## src/rtl/mem_stage_pkg.sv

```systemverilog
// Shared definitions for the memory stage: opcodes, width codes, writeback
// select codes, FSM encoding, error codes and the latched access record.
package mem_stage_pkg;

  localparam logic [6:0] OP_LOAD  = 7'b0000011;
  localparam logic [6:0] OP_STORE = 7'b0100011;

  // func3 width/sign codes; bits [1:0] give the size, bit 2 means unsigned
  localparam logic [2:0] F3_B  = 3'b000;
  localparam logic [2:0] F3_H  = 3'b001;
  localparam logic [2:0] F3_W  = 3'b010;
  localparam logic [2:0] F3_BU = 3'b100;
  localparam logic [2:0] F3_HU = 3'b101;

  localparam logic [1:0] RS_ALU = 2'b00;
  localparam logic [1:0] RS_MEM = 2'b01;
  localparam logic [1:0] RS_PC4 = 2'b10;

  localparam logic [1:0] ERR_NONE     = 2'b00;
  localparam logic [1:0] ERR_MISALIGN = 2'b01;
  localparam logic [1:0] ERR_TIMEOUT  = 2'b10;

  typedef enum logic {
    ST_IDLE   = 1'b0,
    ST_ACCESS = 1'b1
  } state_t;

  // Everything needed to drive the bus and finish the instruction once the
  // EX stage has moved on.
  typedef struct packed {
    logic [31:0] addr;     // word aligned
    logic [1:0]  addr_lo;  // byte offset, needed for load extraction
    logic [31:0] wdata;
    logic [3:0]  wstrb;
    logic        we;
    logic [2:0]  func3;
    logic [4:0]  rd;
    logic        wr_en;
  } acc_req_t;

endpackage

```

## src/rtl/mem_stage_load_store_align.sv

```systemverilog
// load_store_align: purely combinational byte-lane steering.
//   addr_lo  - byte offset within the word
//   func3    - width/sign code
//   st_data  - store source (rs2)
//   rdata    - raw load word from memory
//   wstrb    - byte strobes for a store of this width/offset
//   wdata    - store data replicated across lanes
//   ld_data  - extracted, extended load value
//   misaligned - half on odd address or word on non-multiple-of-4
module load_store_align
  import mem_stage_pkg::*;
(
  input  logic [1:0]  addr_lo,
  input  logic [2:0]  func3,
  input  logic [31:0] st_data,
  input  logic [31:0] rdata,
  output logic [3:0]  wstrb,
  output logic [31:0] wdata,
  output logic [31:0] ld_data,
  output logic        misaligned
);

  logic [7:0]  byte_sel;
  logic [15:0] half_sel;

  assign byte_sel = rdata[{addr_lo, 3'b000} +: 8];
  assign half_sel = rdata[{addr_lo[1], 4'b0000} +: 16];

  always_comb begin
    wstrb      = 4'b0000;
    wdata      = '0;
    ld_data    = '0;
    misaligned = 1'b0;
    unique case (func3[1:0])
      2'b00: begin
        wstrb   = 4'b0001 << addr_lo;
        wdata   = {4{st_data[7:0]}};
        ld_data = func3[2] ? {24'b0, byte_sel} : {{24{byte_sel[7]}}, byte_sel};
      end
      2'b01: begin
        misaligned = addr_lo[0];
        wstrb      = addr_lo[1] ? 4'b1100 : 4'b0011;
        wdata      = {2{st_data[15:0]}};
        ld_data    = func3[2] ? {16'b0, half_sel} : {{16{half_sel[15]}}, half_sel};
      end
      2'b10: begin
        misaligned = |addr_lo;
        wstrb      = 4'b1111;
        wdata      = st_data;
        ld_data    = rdata;
      end
      default: ;  // 011 is not a legal width; treat as a no-op access
    endcase
  end

endmodule

```

## src/rtl/mem_stage.sv

```systemverilog
// mem_stage: memory stage between EX and WB. Non-memory ops and misaligned
// accesses retire one cycle after acceptance; aligned loads/stores hold EX
// (o_stall) while a single data-memory request is outstanding, which ends on
// ack or after TIMEOUT_CYCLES cycles without one (bus error).
//   clk/rst        - clock, synchronous active-high reset
//   i_*            - instruction from EX (valid, result/address, store data,
//                    pc, func3, opcode, rd, wr_en, resultsrc)
//   o_stall        - EX must hold this cycle
//   o_dmem_*/i_dmem_* - data-memory request/ack interface
//   o_valid, o_wb_data, o_rd, o_wr_en, o_err - retirement to WB
module mem_stage
  import mem_stage_pkg::*;
#(
  parameter int unsigned TIMEOUT_CYCLES = 255
) (
  input  logic        clk,
  input  logic        rst,
  input  logic        i_valid,
  input  logic [31:0] i_result,
  input  logic [31:0] i_data_store,
  input  logic [31:0] i_pc,
  input  logic [2:0]  i_func3,
  input  logic [6:0]  i_opcode,
  input  logic [4:0]  i_rd,
  input  logic        i_wr_en,
  input  logic [1:0]  i_resultsrc,
  output logic        o_stall,
  output logic        o_dmem_req,
  output logic        o_dmem_we,
  output logic [31:0] o_dmem_addr,
  output logic [31:0] o_dmem_wdata,
  output logic [3:0]  o_dmem_wstrb,
  input  logic        i_dmem_ack,
  input  logic [31:0] i_dmem_rdata,
  output logic        o_valid,
  output logic [31:0] o_wb_data,
  output logic [4:0]  o_rd,
  output logic        o_wr_en,
  output logic [1:0]  o_err
);

  localparam logic [7:0] TO_LAST = 8'(TIMEOUT_CYCLES - 1);

  state_t     state, state_nxt;
  logic [7:0] wait_cnt;
  acc_req_t   acc_q;

  logic        accept, is_load, is_store, is_mem, timeout;
  logic [1:0]  lsa_addr_lo;
  logic [2:0]  lsa_func3;
  logic [3:0]  lsa_wstrb;
  logic [31:0] lsa_wdata, lsa_ld_data;
  logic        lsa_misaligned;

  assign o_stall  = (state == ST_ACCESS);
  assign accept   = i_valid && !o_stall;
  assign is_load  = (i_opcode == OP_LOAD);
  assign is_store = (i_opcode == OP_STORE);
  assign is_mem   = is_load || is_store;
  // The last waiting cycle without ack ends the access.
  assign timeout  = (state == ST_ACCESS) && !i_dmem_ack && (wait_cnt == TO_LAST);

  // Acceptance only happens in IDLE and load extraction only in ACCESS, so a
  // single aligner serves both by switching its select inputs on state.
  assign lsa_addr_lo = o_stall ? acc_q.addr_lo : i_result[1:0];
  assign lsa_func3   = o_stall ? acc_q.func3   : i_func3;

  load_store_align u_align (
    .addr_lo    (lsa_addr_lo),
    .func3      (lsa_func3),
    .st_data    (i_data_store),
    .rdata      (i_dmem_rdata),
    .wstrb      (lsa_wstrb),
    .wdata      (lsa_wdata),
    .ld_data    (lsa_ld_data),
    .misaligned (lsa_misaligned)
  );

  assign o_dmem_req   = o_stall;
  assign o_dmem_we    = o_stall & acc_q.we;
  assign o_dmem_addr  = o_stall ? acc_q.addr  : '0;
  assign o_dmem_wdata = o_stall ? acc_q.wdata : '0;
  assign o_dmem_wstrb = o_stall ? acc_q.wstrb : '0;

  always_comb begin
    state_nxt = state;
    unique case (state)
      ST_IDLE:   if (accept && is_mem && !lsa_misaligned) state_nxt = ST_ACCESS;
      ST_ACCESS: if (i_dmem_ack || timeout)               state_nxt = ST_IDLE;
      default:   state_nxt = ST_IDLE;
    endcase
  end

  always_ff @(posedge clk) begin
    if (rst) state <= ST_IDLE;
    else     state <= state_nxt;
  end

  always_ff @(posedge clk) begin
    if (rst) begin
      wait_cnt  <= '0;
      acc_q     <= '0;
      o_valid   <= 1'b0;
      o_wb_data <= '0;
      o_rd      <= '0;
      o_wr_en   <= 1'b0;
      o_err     <= ERR_NONE;
    end else begin
      o_valid <= 1'b0;
      o_wr_en <= 1'b0;
      if (accept) begin
        if (!is_mem) begin
          o_valid <= 1'b1;
          o_rd    <= i_rd;
          o_wr_en <= i_wr_en;
          o_err   <= ERR_NONE;
          unique case (i_resultsrc)
            RS_PC4:  o_wb_data <= i_pc + 32'd4;
            default: o_wb_data <= i_result;
          endcase
        end else if (lsa_misaligned) begin
          o_valid   <= 1'b1;
          o_rd      <= i_rd;
          o_wb_data <= '0;
          o_err     <= ERR_MISALIGN;
        end else begin
          wait_cnt      <= '0;
          acc_q.addr    <= {i_result[31:2], 2'b00};
          acc_q.addr_lo <= i_result[1:0];
          acc_q.wdata   <= is_store ? lsa_wdata : '0;
          acc_q.wstrb   <= is_store ? lsa_wstrb : 4'b0000;
          acc_q.we      <= is_store;
          acc_q.func3   <= i_func3;
          acc_q.rd      <= i_rd;
          acc_q.wr_en   <= i_wr_en && is_load;
        end
      end else if (state == ST_ACCESS) begin
        if (i_dmem_ack) begin
          o_valid   <= 1'b1;
          o_rd      <= acc_q.rd;
          o_wr_en   <= acc_q.wr_en;
          o_err     <= ERR_NONE;
          o_wb_data <= acc_q.we ? '0 : lsa_ld_data;
        end else if (timeout) begin
          o_valid   <= 1'b1;
          o_rd      <= acc_q.rd;
          o_wb_data <= '0;
          o_err     <= ERR_TIMEOUT;
        end else begin
          wait_cnt <= wait_cnt + 8'd1;
        end
      end
    end
  end

endmodule

```

## config.mk

```make
export PLATFORM = sky130hd
export DESIGN_NAME = mem_stage
export DESIGN_NICKNAME = d
export VERILOG_FILES = /design/src/rtl/mem_stage_pkg.sv /design/src/rtl/mem_stage_load_store_align.sv /design/src/rtl/mem_stage.sv
export SDC_FILE = /design/constraint.sdc
export NUM_CORES = 1
export LEC_CHECK = 0
export ABC_AREA = 0
export BUFFER_PORTS_ARGS = -buffer_cell sky130_fd_sc_hd__buf_2
export CORE_ASPECT_RATIO = 1.2
export CORE_UTILIZATION = 47
export CTS_BUF_LIST = sky130_fd_sc_hd__clkbuf_8
export DETAILED_ROUTE_END_ITERATION = 8
export GPL_ROUTABILITY_DRIVEN = 0
export PLACE_DENSITY = 0.77
export SYNTH_ARGS = -nofsm -noshare
export SYNTH_HDL_FRONTEND = slang
export SYNTH_SLANG_ARGS = --single-unit
```

## constraint.sdc

```tcl
create_clock -name clk -period 3.2 [get_ports clk]
set_input_delay 0.32 -clock clk [delete_from_list [all_inputs] [get_ports clk]]
set_output_delay 0.32 -clock clk [all_outputs]
set_load 0.02 [all_outputs]
```

-- Word level (Yosys, flattened, before mapping)
Index checks and enable logic that the tools add are counted.
Widths: inputs -> output; s select.
- bits of input ports: 150
- bits in read-only memories: 0
- memories: 0
- bits in registers: 128
- RAM bits: 0
- latch bits: 0
- output and inout bits: 112
- word-level logic and storage cells: 105
- bitwise gates (word level): 3
- $add $sub $neg: 2
- multiplexer cells: 53
- reductions and logical operators: 18
- $lt $le $gt $ge: 0
- equality and inequality tests: 11
- div/mod/pow operators: 0
- shift-type cells: 3
- $mul: 0
- operator list (kind ; count):
    $mux 32 ; 13
    $pmux 32 s3 ; 2
    $mux 8 ; 6
    $add 32x3->32 const B ; 1
    $shiftx 32x6->16 ; 1
    $shiftx 32x6->8 ; 1
    $mux 5 ; 6
    $mux 2 ; 7
    $mux 1 ; 12
    $mux 4 ; 3
    $pmux 4 s3 ; 1
    $add 8x1->8 const B ; 1
    $eq 8x8->1 const B ; 1
    $eq 7x2->1 const B ; 1
    $eq 7x6->1 const B ; 1
    $logic_and 1x1->1 ; 6
    $reduce_and 3->1 ; 2
    $reduce_and 5->1 ; 1
    $eq 2x2->1 const B ; 2
    $ne 2x1->1 const B ; 2
    $ne 2x2->1 const B ; 2
    $pmux 1 s2 ; 2
    $shl 1x2->4 const A ; 1
    $logic_not 1->1 ; 3
    10 further kinds ; 12

-- Depth between registers and ports, before layout
- depth in word-level cells: 8
- mapped depth: 14
- gate-level depth less buffers: 9

-- Hierarchy
From an unflattened synthesis, not the netlist that was laid out.
- cells, all modules: 1061
- area, all modules: 7756.2 µm²
- modules (own cells, without submodules) (module ; times used ; seq. area each (µm²) ; area an instance (µm²) ; cells each):
    mem_stage ; 1 ; 2562.5 ; 6316.1 ; 829
    load_store_align ; 1 ; 0.0 ; 1440.1 ; 232

-- Worst setup path before layout
Ideal clock, no wire load.
- path type: register to register
- from: register state, in the netlist o_dmem_req
- to: register acc_q[38] in the netlist's numbering
- arrival: 3.592 ns
- path buffers: 7
- cell stages (with the launch flop): 15
- period minus slack after synthesis: 3.660 ns
- setup slack: -0.460 ns
- library setup time: 0.067 ns
- data required time: 3.133 ns
- cells stage by stage: dfxtp_1 -> buf_4 -> clkbuf_1 -> clkbuf_1 -> mux2i_1 -> inv_1 -> ha_1 -> clkbuf_1 -> a21o_1 -> a311o_1 -> buf_2 -> or4b_4 -> buf_6 -> buf_6 -> o21ai_2
- longest elaborated chain between the ends: 5
- elaborated cells between the ends (all ways): 13
- those cells by class: eq/ne (2); mux (5); bitwise (1); reduce/logical (5)
- RTL lines (what ; RTL line ; RTL):
    start: declaration ; mem_stage.sv:44 ; state_t state, state_nxt;
    start signal: assignment ; mem_stage.sv:96 ; else state <= state_nxt;
    $mux 3 / $mux 2 (equally long branches) ; mem_stage.sv:66, mem_stage.sv:65 ;
    $eq 2x2->1, or another cell as far along ; mem_stage_load_store_align.sv:34 ; unique case (func3[1:0])
    $pmux 1 s2 ; mem_stage_load_store_align.sv:34 ;
    $not 1->1 (no source line) ; -- ;
    $reduce_and 3->1 (no source line) ; -- ;
    end: declaration ; mem_stage.sv:46 ; acc_req_t acc_q;
Parallel ways exist; a longest one is shown, timed or not.
A chain may end at the register's enable or synchronous reset.

-- Final worst setup path
- from: register state, in the netlist o_dmem_req
- to: register acc_q[18] in the netlist's numbering
Same word-level chain as after synthesis.

==> results.yml <==
status:
  status: "finished, final reports clean"
finish:
  n_fill_cell: 1427
  area_growth_pct: 26.1
  seq_area_um2: 2570
  multiInputGateArea_um2: 4280
  fin_nets: 1320
  drive_above_1_share_pct: 29.3
hold_path:
  hold_depth: 3
  min_to: "acc_q[1]"
  hp-class: "in -> reg"
  hp-start: "i_rd[0]"
clocking:
  htree_levels: 4
  post-cts-setup-buffers: 0
  cts.clk_slew.worst_paths_ns: 0.07
  clock_path_buffers: 2
  root_buffer: "clkbuf_8"
  postCtsHoldBufs: 0
  cts_resized: 0
  cts_tree: "built"
  cts_buffers: 17
  clock_latency_ns: 0.45
  clkSinkCount: 128
power_and_ir_drop:
  peakVddDrop_v: 0.000215
  power.total_mw: 3.77
  p_per_area_nw_per_um2: 418
  p_leak_nw: 3.96
sta:
  hold_viol: 0
  setup-tns-final_ns: 0
  rsz0062_at_grt: "false"
  worst_pin_slew_ns: 0.803
  fmax_mhz: 344
  setup_violations: 0
  fin_crit_sh_pct: 91.0
  period_needed_ns: 2.91
  maxSlewViolCount: 0
  maxSlewHeadroom_pct: 46.5
  fin_worst_skew_ns: 0.0134
routing:
  finalWirelength_um: 24400
  ant_nets: 0
  drt_iter0_drc: 971
  first_pass_iters: 7
  vias_per_cell: 5.69
  via_count: 7859
  drc_errors: 0
  routedWlPerCell_um: 17.7
global_routing:
  grt_overflow: 0
  grt_pass1_vias: 6782
  antenna_found_initial: 1
  grt_pass1_wl_um: 36400
  grtUsageTotal_pct: 30.5
  grt_max_degree: 61
floorplan:
  die-area_um2: 15700
  die_h_um: 137
  die_w_um: 115
  start_util_pct: 48.0
  core_um2: 14900
  ioPinCount: 262
  fp-row-count: 49
yosys:
  yosysUniqueCellTypes: 57
  yosysSeqAreaShare_pct: 35.9
  syn_inst: 933
  synth_ff_type: "dfxtp_1"
  yosys.area.top_type_share_pct: 35.9
  ys_ff_latch: 128
  yosys-top-cells-area: "dfxtp_1, nand2_1, and2_1"
  syn-mean-instance-area_um2: 7.66
  synthTopCellsByCount: "nand2_1, dfxtp_1, nor2_1"
  synth_enable_flop_cells: 0
  synthArstFlopShare_pct: 0
  syn-cell-area_um2: 7150
  yosys_warnings: 0
  yosysTopAreaCell: "dfxtp_1"
  synth.most_common_cell: "nand2_1"
worst_setup_path:
  crit_buf_inv: 1
  rr_startpoint: "o_dmem_req"
  start_kind: "flip-flop"
  r2r_slack_ns: 0.29
  reg2reg_depth: 8
  end_kind: "flip-flop"
  crit_chain: "mux2i_1, inv_1, ha_1, a21o_1, a311o_2, or4b_4, nor2_8, a22o_1"
  crit_arrival_ns: 3.30
  crit_fanout: 29
  timing.rr.end: "acc_q[18]"
  cp_slowest_cell: "or4b_4"
  cp.required_ns: 3.59
  crit_family: "simple AND/OR/NAND/NOR gates"
  crit_type: "reg -> reg"
  cpPeakStageDelay_ns: 0.70
placement:
  hpwl_um: 18700
  numPortBuffers: 259
job:
  drv_cap: 0
-- where the power goes --
group / switching (mW) / internal [mW] / total, mW
registers: 0.0225 / 1.63 / 1.66
logic: 0.402 / 0.232 / 0.634
clock network: 0.653 / 0.822 / 1.48
-- layout by cell type (no fill, tap or decap), types with 6 or more instances in the layout --
cell / n
mux2_2: 6
o21ai_0: 42
a211oi_1: 17
o21ai_2: 10
buf_2: 259
and2_1: 71
and3_1: 7
nand2_1: 176
ha_1: 8
clkbuf_8: 20
a21oi_1: 69
a22o_1: 13
nor2_1: 86
a311oi_1: 18
xor2_1: 22
dfxtp_1: 127
inv_1: 12
a22oi_1: 20
nor3_1: 12
a222oi_1: 9
a21o_1: 6
mux2i_1: 7
a211o_1: 9
nand3_1: 15
xnor2_1: 10
and4_1: 6
buf_4: 22
nand4_1: 18
-- cell type report --
class                      count  area share [%]
tap                          204            2.83
clock buffer                  20            3.05
clock inverter                12            1.58
timing repair buffer         281            16.2
sequential                   128            28.5
antenna                        1          0.0278
multi-input combinational    725            47.4
inverter                       9           0.375
-- how the worst max path moves through the flow --
| stage | slack, ns | to | startpoint | cells past startpoint |
|---|---|---|---|---|
| finish | 0.29 | acc_q[18] | o_dmem_req | 8 |
| global route | 0.11 | acc_q[17] | o_dmem_req | 8 |
| CTS | 0.27 | acc_q[18] | o_dmem_req | 8 |
| detailed placement | 0.31 | acc_q[18] | o_dmem_req | 8 |
| global placement | 0.41 | acc_q[18] | o_dmem_req | 8 |
| floorplan | 0.03 | acc_q[38] | o_dmem_req | 14 |
-- metrics by stage --
| stage | util (%) | worst slack [ns] | hold WS (ns) | std cells | instance area (µm²) |
|---|---|---|---|---|---|
| after global placement | 57.7 | 0.410 | 0.425 | 1347 | 8590 |
| after global routing | 60.5 | 0.115 | 0.106 | 1379 | 9010 |
| after detailed placement | 57.7 | 0.311 | 0.432 | 1347 | 8590 |
| after CTS | 60.5 | 0.270 | 0.0940 | 1379 | 9010 |
| after floorplan | - | 0.0261 | 0.417 | 934 | 7170 |
| final | 60.5 | 0.289 | 0.117 | 1380 | 9010 |
-- per-layer routing --
| metal | part of all wire (%) | track usage, % | up-vias |
|---|---|---|---|
| met4 | 3.5 | 14.6 | 0 |
| met5 | 0 | 0 | - |
| met2 | 48 | 50.4 | 470 |
| li1 | - | - | 3750 |
| met1 | 39 | 37.1 | 3578 |
| met3 | 9.9 | 7.48 | 61 |
-- logic make-up (layout without fill, tap and decap cells) --
group,after synthesis,after routing,synth area share [%]
AOI/OAI and AO/OA,247,247,23.8
xor gates and xnor gates,32,32,3.92
adders and majority gates,8,8,1.40
buffers and inverters,81,322,4.78
DFF,128,128,35.9
muxes,16,16,2.49
other,1,3,0.0525
and+or+nand+nor,420,420,27.7
-- worst reg2reg max path, stage by stage (launching register included) --
cell	delay, ns
dfxtp_4	0.47
mux2i_1	0.35
inv_1	0.14
ha_1	0.23
a21o_1	0.20
a311o_2	0.38
or4b_4	0.70
nor2_8	0.24
a22o_1	0.15
-- state kept, by name, indices dropped and copies added (netlist names) --
name	cells
o_err	2
o_valid	1
o_wr_en	1
o_dmem_req	1
o_rd	5
acc_q	78
wait_cnt	8
o_wb_data	32
No activity file was read; power rests on OpenSTA's default activity.
